## config.mk

```make
export PLATFORM = sky130hd
export DESIGN_NAME = projectile_hit_detector
export DESIGN_NICKNAME = d
export VERILOG_FILES = /design/src/rtl/boss_game_pkg.sv /design/src/rtl/frame_edge_detect.sv /design/src/rtl/projectile_hit_detector.sv
export SDC_FILE = /design/constraint.sdc
export NUM_CORES = 1
export LEC_CHECK = 0
export ABC_AREA = 1
export CAP_MARGIN = 25
export CORE_ASPECT_RATIO = 1.75
export CORE_UTILIZATION = 43
export DETAILED_ROUTE_END_ITERATION = 16
export PLACE_DENSITY_LB_ADDON = 0.08
export SETUP_SLACK_MARGIN = 0.3
export SYNTH_ARGS = -nofsm -noshare
export SYNTH_HDL_FRONTEND = slang
export SYNTH_SLANG_ARGS = --single-unit
export TNS_END_PERCENT = 20
```

## constraint.sdc

```tcl
create_clock -name Clk -period 1.6 [get_ports Clk]
set_input_delay 0.4 -clock Clk [delete_from_list [all_inputs] [get_ports Clk]]
set_output_delay 0.4 -clock Clk [all_outputs]
set_load 0.005 [all_outputs]
```

## src/rtl/boss_game_pkg.sv

```systemverilog
// Shared definitions for the boss-fight game logic: hit-detector FSM states,
// visible screen limits and default player health.
package boss_game_pkg;

  typedef enum logic [1:0] {
    ARMED  = 2'd0,
    INVULN = 2'd1,
    DEAD   = 2'd2
  } hit_state_t;

  localparam int SCREEN_W           = 640;
  localparam int SCREEN_H           = 480;
  localparam int DEFAULT_MAX_HEALTH = 5;

endpackage

```

## src/rtl/frame_edge_detect.sv

```systemverilog
// Turns the slow vertical-sync frame_clk into a single-Clk frame_edge pulse
// on each rising edge of frame_clk.
module frame_edge_detect (
  input  logic Clk,
  input  logic Reset,
  input  logic frame_clk,
  output logic frame_edge
);

  logic frame_d;

  always_ff @(posedge Clk) begin
    if (Reset) begin
      frame_d    <= 1'b0;
      frame_edge <= 1'b0;
    end else begin
      frame_d    <= frame_clk;
      frame_edge <= frame_clk & ~frame_d;
    end
  end

endmodule

```

## src/rtl/projectile_hit_detector.sv

```systemverilog
// Per-frame player/projectile collision detector with health and invulnerability.
// Optional HIT_FLASH_EN: blink the player sprite while invulnerable.
module projectile_hit_detector
  import boss_game_pkg::*;
#(
  parameter int NUM_PROJ      = 4,
  parameter int MAX_HEALTH    = DEFAULT_MAX_HEALTH,
  parameter int INVULN_FRAMES = 60
) (
  input  logic                Clk,
  input  logic                Reset,
  input  logic                frame_clk,
  input  logic [9:0]          DrawX,
  input  logic [9:0]          DrawY,
  input  logic                is_player,
  input  logic [NUM_PROJ-1:0] is_missile,
  output logic [NUM_PROJ-1:0] is_hit,
  output logic [2:0]          player_health,
  output logic                player_dead,
  output logic                hit_flash,
  output logic [1:0]          dbg_state
);

  // Counter needs at least 3 bits so bit 2 exists for the blink pattern.
  localparam int CNT_RAW = $clog2(INVULN_FRAMES + 1);
  localparam int CNT_W   = (CNT_RAW < 3) ? 3 : CNT_RAW;

  logic                frame_edge;
  logic                on_screen;
  logic [NUM_PROJ-1:0] sample;
  logic [NUM_PROJ-1:0] overlap_q;
  hit_state_t          state_q, state_d;
  logic [2:0]          health_q, health_d;
  logic [CNT_W-1:0]    cnt_q, cnt_d;
  logic [NUM_PROJ-1:0] hit_q, hit_d;

  frame_edge_detect u_frame_edge (
    .Clk        (Clk),
    .Reset      (Reset),
    .frame_clk  (frame_clk),
    .frame_edge (frame_edge)
  );

  assign on_screen = (DrawX < 10'(SCREEN_W)) && (DrawY < 10'(SCREEN_H));
  assign sample    = (is_player && on_screen) ? is_missile : '0;

  // The sample taken on the edge cycle already belongs to the new frame.
  always_ff @(posedge Clk) begin
    if (Reset) begin
      overlap_q <= '0;
    end else if (frame_edge) begin
      overlap_q <= sample;
    end else begin
      overlap_q <= overlap_q | sample;
    end
  end

  always_ff @(posedge Clk) begin
    if (Reset) begin
      state_q  <= ARMED;
      health_q <= 3'(MAX_HEALTH);
      cnt_q    <= '0;
      hit_q    <= '0;
    end else begin
      state_q  <= state_d;
      health_q <= health_d;
      cnt_q    <= cnt_d;
      hit_q    <= hit_d;
    end
  end

  always_comb begin
    state_d  = state_q;
    health_d = health_q;
    cnt_d    = cnt_q;
    hit_d    = '0;
    if (frame_edge) begin
      case (state_q)
        ARMED: begin
          hit_d = overlap_q;
          if (|overlap_q) begin
            health_d = (health_q == 3'd0) ? 3'd0 : health_q - 3'd1;
            cnt_d    = CNT_W'(INVULN_FRAMES);
            state_d  = (health_d == 3'd0) ? DEAD : INVULN;
          end
        end
        INVULN: begin
          hit_d = overlap_q;
          if (cnt_q <= CNT_W'(1)) begin
            cnt_d   = '0;
            state_d = ARMED;
          end else begin
            cnt_d = cnt_q - CNT_W'(1);
          end
        end
        DEAD: begin
          health_d = 3'd0;
        end
        default: begin
          state_d = ARMED;
        end
      endcase
    end
  end

  assign is_hit        = hit_q;
  assign player_health = health_q;
  assign player_dead   = (state_q == DEAD);
  assign dbg_state     = state_q;

`ifdef HIT_FLASH_EN
  assign hit_flash = (state_q == INVULN) ? cnt_q[2] : 1'b0;
`else
  assign hit_flash = 1'b0;
`endif

endmodule

```

# == After elaboration in Yosys (flattened, before gate mapping) ==
# Cells that the tools add are included.
# totals
regBits,21
latchBits,0
ramBits,0
romBits,0
elab_cells,47
n_memories,0
# classes
n_addsub,2
n_mul,0
div,0
n_lt_le_gt_ge,3
eq_ne,4
n_shift,0
n_mux,12
bitwise,6
reduce_logical,13
# op_table
op,n
$mux W6,2
$pmux W6 S2,1
$lt A10 B10 Y1 const B,1
$lt A10 B9 Y1 const B,1
$mux W4,2
$le A6 B1 Y1 const B,1
$logic_not A3 Y1,2
$mux W2,3
$mux W3,2
$pmux W2 S3,1
$pmux W3 S2,1
$reduce_and A3 Y1,2
$sub A6 B1 Y6 const B,1
$ne A2 B2 Y1 const B,2
$not A1 Y1,4
$or A4 B4 Y4,1
$reduce_and A4 Y1,1
$reduce_bool A2 Y1,2
$reduce_or A4 Y1,1
$reduce_or A3 Y1,1
$sub A3 B1 Y3 const B,1
$eq A2 B1 Y1 const B,1
$eq A2 B2 Y1 const B,1
$logic_and A1 B1 Y1,2
other kinds (3),3

# == Logic depth before layout (Yosys ltp) ==
# logic_depth
depth_word,6
mapped_depth,9
ltp_nobuf,9

# == Hierarchy ==
# A second synthesis with hierarchy kept.
# unflattened
cells_unflattened,153
area_unflattened_um2,1033.5
# by_module_without_submodules
mod,instances,cells_each,area_per_inst_um2,seq_area_each_um2
projectile_hit_detector,1,147,973.4,380.4
frame_edge_detect,1,6,60.1,40.0

# == Worst setup path before layout ==
# OpenSTA, ideal clock, no wires.
# synth_path
path_type,register to register
start,register cnt_q[0]
end,register cnt_q[2]
arrival_time_ns,1.179
required_ns,1.530
slack_ns,0.351
stages_incl_launch_ff,7
n_path_buf,0
period_less_slack_ns,1.249
path_cell_list,dfxtp_1 inv_1 ha_1 or2_1 nand3_2 o21ai_0 a21oi_1
# synth_via
elab_chain_len,3
elab_cells_between_ends,4
# synth_lines
item,line,text
from (decl),projectile_hit_detector.sv:34,"logic [CNT_W-1:0] cnt_q, cnt_d;"
from (signal assigned),projectile_hit_detector.sv:67,cnt_q <= cnt_d;
$sub A6 B1 Y6 or $le A6 B1 Y1 (tied branches),"projectile_hit_detector.sv:93, projectile_hit_detector.sv:89",
$mux W6 (*),projectile_hit_detector.sv:89,if (cnt_q <= CNT_W'(1)) begin
$pmux W6 S2 (*),projectile_hit_detector.sv:78,case (state_q)
# Every way passes the cells marked *; elsewhere a longest branch is shown, timed or not.
# A chain may end at the register's enable or synchronous reset.

# == Final worst setup path ==
# layout_path
start,register hit_q[2] (netlist: is_hit[2])
end,output is_hit[2]
# layout_rtl
item,line,text
from (decl),projectile_hit_detector.sv:35,"logic [NUM_PROJ-1:0] hit_q, hit_d;"
from (signal assigned),projectile_hit_detector.sv:68,hit_q <= hit_d;
to (decl),projectile_hit_detector.sv:17,"output logic [NUM_PROJ-1:0] is_hit,"
# No word-level cell between the ends.

==> impl_metrics.yaml <==
sta:
  fin_tns_setup_ns: 0
  clock.fmax_ghz: 0.686
  fin_ws_ns: 0.142
  skew_ns: 0.00469
  rsz0062_at_grt: "yes"
  setup_viol: 0
  finalCritPeriodShare_pct: 91.1
  hold_viol: 0
  period_minus_slack_ns: 1.46
  slew_violations: 0
synthesis:
  syn_avg_cell_area_um2: 6.73
  yosysTopAreaCell: "dfxtp_1"
  ys_top_cells_by_area: "dfxtp_1 40%, nand2_1 13%, nor2_1 8.3%"
  synthDistinctLibCells: 22
  yosys_register_bits: 21
  yosysSeqAreaShare_pct: 40.3
  yosysWarnings: 0
  syn-cell-area_mm2: 0.00104
  synthCells: 155
  synth_nets: 187
  yosys.area.top_type_share_pct: 40.3
die:
  ios: 39
  start_util_pct: 45.3
  placeableCoreArea_mm2: 0.00230
  die_w_um: 39.2
  rows: 23
  dieArea_mm2: 0.00264
  die_height_um: 67.2
clock_network:
  clk_pin_slew_ns: 0.08
  clockBufferDepth: 2
  cts_root_buf: "clkbuf_8"
  clkLatencyLatePin_ns: 0.26
  h-tree-depth: 1
  clock-sinks: 21
  cts_buffers: 3
  cts_tree: "yes"
power_and_ir_drop:
  powerDensity_mw_per_mm2: 766
  vdd_drop_max_uv: 488
  power.leakage_nw: 0.707
placement:
  post-place-ws_ns: 0.0773
  place.gp.congestion: 0.798
  placed_cell_area_mm2: 0.00133
  placed_cells: 205
  port_buffers: 25
  dpl.hpwl_um: 1740
finish:
  regArea_um2: 433
  final_area_mm2: 0.00142
  nets: 221
  fill_cells: 237
  n_antenna_cell: 0
  drive_gt1_share_pct: 16.0
  multi_input_area_um2: 520
  final_cells: 213
  area_growth_pct: 36.1
detailed_routing:
  firstDrtPassIters: 4
  drt_iter0_drc: 31
  drc_errors: 0
  wl_per_cell_um: 10.3
  wl_um: 2200
  ant_nets: 0
  vias: 1063
  vias_per_cell: 4.99
grt:
  grt_max_degree: 13
  grt.met1_usage_pct: 16.6
  met2_usage_pct: 37.1
  grt_overflow: 0
  top_usage_layer: "met2"
  grt_usage_pct: 18.7
  antenna_found_initial: 0
  met3_usage_pct: 3.62
  grt_pass1_vias: 970
  grt_first_pass_wirelength_um: 3550
critical_path:
  worstSetupPathDepth: 1
  critical_path_arrival_ns: 1.06
  critPathKind: "reg -> out"
  reg2reg_depth: 6
  cp-start-kind: "flip-flop"
  worst-path-buf-inv: 1
  crit_path_top_delay_cell: "clkdlybuf4s50_1"
  cp_max_fo: 1
  worstPathCellList: "clkdlybuf4s50_1"
  critPathMaxStageDelay_ns: 0.49
  required_ns: 1.20
  end_kind: "output port"
  cpLargestDelayFamily: "buffers and inverters"
min_path:
  min_delay_path_depth: 1
  min_path_type: "reg -> reg"
job:
  cap_viol_max_count: 0
status:
  status: "finished, final reports clean"
## final cells by class
cell class / count / area share (%)
multi-input cells: 108 / 36.7
flip-flops and latches: 21 / 30.5
repair buffers: 31 / 21.1
inverters: 24 / 6.34
clock buffers: 3 / 2.91
well taps: 25 / 2.20
clock inverters: 1 / 0.352
## stage by stage
step           hold WS, ns  total power [mW]  util (%)
6_report             0.393              1.09      61.7
5_1_grt              0.398              1.14      61.7
4_1_cts              0.394              1.10      61.3
3_5_place_dp         0.383             0.754      57.7
3_3_place_gp         0.378             0.748      57.7
2_1_floorplan        0.373             0.681         -
## cell usage in the layout (no fill, tap or decap)
cell	netlist	layout
a21oi_1	13	13
a21oi_2	1	1
buf_4	1	6
clkbuf_8	0	3
clkdlybuf4s15_1	0	1
clkdlybuf4s50_1	0	18
clkinv_1	1	1
clkinv_2	0	1
conb_1	1	1
dfxtp_1	21	15
dfxtp_2	0	4
dfxtp_4	0	2
dlygate4sd2_1	0	3
dlymetal6s2s_1	0	3
ha_1	4	4
inv_1	18	17
inv_2	5	6
nand2_1	36	36
nand2_2	1	1
nand3_1	15	15
nand3_2	2	2
nand3b_1	1	1
nand4_1	1	1
nor2_1	23	23
nor2_2	4	4
nor3_1	2	2
o21ai_0	2	2
o21ai_1	1	1
or2_1	1	1
## flip-flops by register name (all words and copies together), names as in the netlist
register / flops
u_frame_edge.frame_d: 1
u_frame_edge.frame_edge: 1
cnt_q: 6
dbg_state: 2
overlap_q: 4
is_hit: 4
player_health: 3
## path summary, 6_finish.rpt
kind                             endpoint  slack (ns)                  from
setup / recovery                is_hit[2]        0.14             is_hit[2]
hold reg to reg   u_frame_edge.frame_edge        0.39  u_frame_edge.frame_d
setup reg to reg                 cnt_q[2]        0.22              cnt_q[0]
hold / removal    u_frame_edge.frame_edge        0.39  u_frame_edge.frame_d
## synthesized netlist by cell type (all sizes together)
library cell / instances
nand2: 37
nand3: 17
nand4: 1
a21oi: 14
clkinv: 1
nor3: 2
inv: 23
or2: 1
nand3b: 1
conb: 1
buf: 2
dfxtp: 21
nor2: 27
o21ai: 3
ha: 4
## kinds of logic after synthesis
logic type	after synthesis	share of synthesized area, %
AO/OA/AOI/OAI	17	8.51
adder cells (fa/ha/maj)	4	4.80
other	1	0.359
AND/OR/NAND/NOR	86	36.2
flip-flops	21	40.3
buffers and inverters	26	9.83
## layer usage
metal	share of wire, %	up-vias
met5	0	-
met4	2.2	0
met3	3.4	8
met2	57	27
met1	37	483
li1	-	545
## timing repair
| item | 4_1_cts | 5_1_grt |
|---|---|---|
| gates resized for setup | 12 | 5 |
| buffers inserted | 4 | 0 |
| endpoints found under the hold margin | 0 | 0 |
| hold buffers | 0 | 0 |
| setup endpoints to repair | 17 | 20 |
## power breakdown
group / internal (mW) / switching [mW]
clock network: 0.173 / 0.170
logic: 0.0911 / 0.101
registers: 0.539 / 0.0132
(Power assumes the default switching activity.)
